**src/rtl/mux8_arb_pkg.sv**
```systemverilog
`default_nettype none
// ============================================================================
//  Module  : mux8_arb_pkg
//  Brief   : Shared constants, state type and round-robin pick function for
//            the 8-requester mux arbiter.
//  Revision: 1.0 - initial release
// ============================================================================
package mux8_arb_pkg;

    localparam int N_REQ = 8;
    localparam int SEL_W = 3;

    typedef enum logic [0:0] {
        IDLE = 1'b0,
        BUSY = 1'b1
    } arb_state_t;

    // First set bit searching ptr+1, ptr+2, ... wrapping; the pointer itself is checked last.
    function automatic logic [SEL_W-1:0] rr_pick(input logic [N_REQ-1:0] req,
                                                 input logic [SEL_W-1:0] ptr);
        logic [SEL_W-1:0] idx;
        logic             found;
        rr_pick = ptr;
        found   = 1'b0;
        for (int i = 1; i <= N_REQ; i++) begin
            idx = ptr + SEL_W'(i);
            if (!found && req[idx]) begin
                rr_pick = idx;
                found   = 1'b1;
            end
        end
    endfunction

endpackage
`default_nettype wire

```
**src/rtl/mux8x1.sv**
```systemverilog
`default_nettype none
// ============================================================================
//  Module  : mux8x1
//  Brief   : 8:1 single-bit datapath mux driven by the arbiter select.
//  Revision: 1.0 - initial release
// ============================================================================
module mux8x1
    import mux8_arb_pkg::*;
(
    input  logic [N_REQ-1:0] data,
    input  logic [SEL_W-1:0] sel,
    output logic             y
);

    assign y = data[sel];

endmodule
`default_nettype wire

```
**src/rtl/mux8_rr_arbiter.sv**
```systemverilog
`default_nettype none
// ============================================================================
//  Module  : mux8_rr_arbiter
//  Brief   : Round-robin arbiter owning the select of an 8:1 mux; no pre-emption.
//            Optional hold timeout with requester lock: MUX8_ARB_TIMEOUT_EN.
//  Revision: 1.0 - initial release
// ============================================================================
module mux8_rr_arbiter
    import mux8_arb_pkg::*;
#(
    parameter int TIMEOUT_CYC = 16
) (
    input  logic             clk,
    input  logic             rst,
    input  logic [N_REQ-1:0] req,
    input  logic [N_REQ-1:0] data,
    output logic [N_REQ-1:0] gnt,
    output logic [SEL_W-1:0] sel,
    output logic             busy,
    output logic             y,
    output logic             timeout
);

    localparam int CNT_W = $clog2(TIMEOUT_CYC + 1);

    arb_state_t       r_state, w_state_nxt;
    logic [SEL_W-1:0] r_ptr, w_ptr_nxt;
    logic [SEL_W-1:0] r_sel, w_sel_nxt;
    logic [N_REQ-1:0] r_gnt, w_gnt_nxt;
    logic [N_REQ-1:0] w_req_eff;
    logic [SEL_W-1:0] w_win;
    logic             w_y_raw;

`ifdef MUX8_ARB_TIMEOUT_EN
    logic [CNT_W-1:0] r_cnt, w_cnt_nxt;
    logic [N_REQ-1:0] r_lock, w_lock_nxt;
    logic             r_timeout, w_timeout_nxt;

    // Requesters that were forcibly released stay out until they drop req.
    assign w_req_eff = req & ~r_lock;
    assign timeout   = r_timeout;
`else
    logic [CNT_W-1:0] w_unused_cnt;

    assign w_unused_cnt = CNT_W'(TIMEOUT_CYC);
    assign w_req_eff    = req;
    assign timeout      = 1'b0;
`endif

    assign w_win = rr_pick(w_req_eff, r_ptr);

    always_comb begin
        w_state_nxt = r_state;
        w_ptr_nxt   = r_ptr;
        w_sel_nxt   = r_sel;
        w_gnt_nxt   = r_gnt;
`ifdef MUX8_ARB_TIMEOUT_EN
        w_cnt_nxt     = '0;
        w_timeout_nxt = 1'b0;
        w_lock_nxt    = r_lock & req;
`endif
        case (r_state)
            IDLE: begin
                if (|w_req_eff) begin
                    w_state_nxt = BUSY;
                    w_sel_nxt   = w_win;
                    w_gnt_nxt   = N_REQ'(1) << w_win;
                end
            end
            BUSY: begin
                if (!req[r_sel]) begin
                    w_state_nxt = IDLE;
                    w_gnt_nxt   = '0;
                    w_ptr_nxt   = r_sel;
                end
`ifdef MUX8_ARB_TIMEOUT_EN
                else if (r_cnt == CNT_W'(TIMEOUT_CYC - 1)) begin
                    w_state_nxt       = IDLE;
                    w_gnt_nxt         = '0;
                    w_ptr_nxt         = r_sel;
                    w_timeout_nxt     = 1'b1;
                    w_lock_nxt[r_sel] = 1'b1;
                end else begin
                    w_cnt_nxt = r_cnt + CNT_W'(1);
                end
`endif
            end
            default: w_state_nxt = IDLE;
        endcase
    end

    always_ff @(posedge clk or posedge rst) begin
        if (rst) begin
            r_state <= IDLE;
            r_ptr   <= SEL_W'(N_REQ - 1);
            r_sel   <= '0;
            r_gnt   <= '0;
        end else begin
            r_state <= w_state_nxt;
            r_ptr   <= w_ptr_nxt;
            r_sel   <= w_sel_nxt;
            r_gnt   <= w_gnt_nxt;
        end
    end

`ifdef MUX8_ARB_TIMEOUT_EN
    always_ff @(posedge clk or posedge rst) begin
        if (rst) begin
            r_cnt     <= '0;
            r_lock    <= '0;
            r_timeout <= 1'b0;
        end else begin
            r_cnt     <= w_cnt_nxt;
            r_lock    <= w_lock_nxt;
            r_timeout <= w_timeout_nxt;
        end
    end
`endif

    mux8x1 u_mux (
        .data (data),
        .sel  (r_sel),
        .y    (w_y_raw)
    );

    assign gnt  = r_gnt;
    assign sel  = r_sel;
    assign busy = (r_state == BUSY);
    assign y    = busy & w_y_raw;

endmodule
`default_nettype wire
```
**config.mk**
```make
export PLATFORM = sky130hd
export DESIGN_NAME = mux8_rr_arbiter
export DESIGN_NICKNAME = d
export VERILOG_FILES = /design/src/rtl/mux8_arb_pkg.sv /design/src/rtl/mux8x1.sv /design/src/rtl/mux8_rr_arbiter.sv
export SDC_FILE = /design/constraint.sdc
export NUM_CORES = 1
export LEC_CHECK = 0
export ABC_CLOCK_PERIOD_IN_PS = 8600
export BUFFER_PORTS_ARGS = -buffer_cell sky130_fd_sc_hd__buf_2
export CAP_MARGIN = 20
export CORE_MARGIN = 1
export CORE_UTILIZATION = 35
export CTS_CLUSTER_DIAMETER = 80
export DETAILED_ROUTE_END_ITERATION = 16
export PLACE_DENSITY_LB_ADDON = 0.08
export SYNTH_ARGS = -nofsm -noshare
export SYNTH_HDL_FRONTEND = slang
export SYNTH_HIERARCHICAL = 1
export SYNTH_SLANG_ARGS = --single-unit
```
**constraint.sdc**
```tcl
create_clock -name clk -period 8.6 [get_ports clk]
set_input_delay 0.86 -clock clk [delete_from_list [all_inputs] [get_ports clk]]
set_output_delay 0.86 -clock clk [all_outputs]
set_load 0.03 [all_outputs]
```
==> metrics.csv <==
metric;value;unit
Slew @ Worst Pin;698;ps
clk_skew;6.51;ps
area delta synth->final;10.1;%
Slew Limit Fails;0;
sequential fraction of the synthesis area;20.5;%
wirelength, routed;4800;um
CTS tree;built;
PortBufs;30;
nature of the critical path startpoint;flop;
Iteration-0 DRC Markers;117;
Critical Path Max Stage Delay;800;ps
Finished Cell Area;0.00203;mm^2
Total GRT Usage;19.1;%
Period Utilization, post-route;46.9;%
cell count after synthesis;185;
flops & latches, synth;15;
unrepaired setup endpoints after global routing;false;
drt wl/cell;17.6;um
CTS root buffer;clkbuf_8;
Core ar.;0.00511;mm^2
Hold Path Class;reg2reg;
Crit path buffers/inverters;1;
Slowest-stage cell, CP;dfstp_2;
Layout Utilization;39.8;%
maximum clock frequency;0.248;GHz
postcts setup bufs;0;
commonest non-fill, non-tap cell in the layout;buf_2;
DP Area;0.00199;mm^2
final hold violation count;0;
drt via density;5.89;
critical-path cell list;clkinv_1 > ha_1 > mux2_2 > a211o_1 > a221o_1 > nand3_1 > nand2_1 > a32oi_1 > a32o_1;
Pre-Repair DR Iteration Count;4;
# IOs;32;
clk slew on worst S/H paths;70;ps
vias;1607;
clk_lat worst skew;250;ps
DRC;0;
Syn Nets;205;
slew margin rel.;53.4;%
Post-synth EDFFs;0;
post-layout net count;224;
cts repair resizes;0;
DP Wirelength;3690;um
Yosys warnings;6;
Worst Path Required;8790;ps
# diodes;0;
Setup CP Type;reg2reg;
vias in the first global route;1678;
setup TNS;0;ps
antenna-violating nets left;0;
first-pass GRT wire length;8090;um
top cell type's share of synthesized area;16.3;%
Synth area leader;dfrtp_1;
crit path time final;4040;ps
gpl congestion;0.807;
final setup vio count;0;
H-tree Lvls;1;
Sink Count;15;
Avg Inst Size Synth;9.98;um^2
Synth area leaders;dfrtp_1 16%, mux4_2 15%, mux2i_1 9.8%;
arrival time worst endpoint;4220;ps
clock buffer depth;2;
Top Family by Delay on Critical Path;compound AO/OA/AOI/OAI gates;
Hold-fix buffers, CTS;0;
nature of the critical path endpoint;flop;
Starting Density;36.1;%
Mapped Area;0.00185;mm^2
die width;74.6;um
commonest non-fill, non-tap cells in the layout;30 x buf_2, 20 x nand2_1, 18 x mux2i_1, 12 x mux4_2, 12 x dfrtp_1;
Die H;74.6;um
total gr overflow;0;
share of post-route cells with drive strength above 1;31.5;%
Max Cap Violations;0;
initial antenna violation count;0;
total CTS buffers;3;
largest net degree at the start of global routing;19;
full die area;0.00557;mm^2
Top FF cell, synth;dfrtp_1;
Core Rows;26;
outcome;completed;
ys async rst share;100;%
post-synth cell types;52;
crit-path max FO;18;
## cells by family (layout without fill, tap and decap cells)
logic type | after synthesis | after routing | synth area share [%]
compound gates | 46 | 46 | 20.5
mux | 43 | 43 | 35.4
flops | 15 | 15 | 20.5
simple gates | 46 | 46 | 12.3
fa+ha+maj | 2 | 2 | 1.36
buf+inv | 28 | 46 | 7.73
xor+xnor | 4 | 4 | 1.90
other cells | 1 | 1 | 0.203
## routing by layer
layer,wire length [um],track usage [%],vias up
met1,2000,23.9,793
met4,80,6.50,0
met2,2510,34.1,51
li1,-,-,755
met5,0,0,-
met3,207,2.41,8
## flip-flops by register name, summed over array words and instances (netlist names)
signal  count
sel         3
r_ptr       3
gnt         8
busy        1
## area by class of cell
class	instances	area (um^2)
Multi-Input combinational cell	142	1320
Fill cell	534	3080
Sequential cell	15	379
Clock inverter	1	5.00
Clock buffer	3	41.3
Tap cell	70	87.6
Timing Repair Buffer	30	150
Inverter	12	45.0
## worst paths after layout
kind	from	to	slack (ps)	cells past startpoint
min reg2reg	gnt[2]	gnt[2]	480	2
max in group asynchronous	rst	r_ptr[2]	7570	2
min in group asynchronous	rst	sel[2]	650	2
max	r_ptr[0]	gnt[0]	4560	9
min	gnt[2]	gnt[2]	480	2
max reg2reg	r_ptr[0]	gnt[0]	4560	9
## per-stage QoR
| step | hold WS [ps] | setup WS [ps] | cells |
|---|---|---|---|
| after global routing | 511 | 4230 | 273 |
| final | 480 | 4560 | 273 |
| after floorplan | 663 | 5280 | 185 |
| after global placement | 467 | 4640 | 269 |
| after detailed placement | 470 | 4590 | 269 |
| after CTS | 485 | 4570 | 273 |
## worst min-delay path, cell delays in order (launching register included)
cell and delay (ps):
dfrtp_1 340, nand2_1 50, o31ai_1 50
## cells in the mapped netlist, drive strengths merged, types with 5 or more instances
master and n:
nor2 9, o21ai 6, buf 10, a21oi 5
mux2i 19, mux2 9, a32o 5, inv 11
clkbuf 6, nand2 20, mux4 15, dfrtp 12
Power is not shown: default switching activity piles up to over one toggle a cycle in this logic, so the estimate is an artifact.
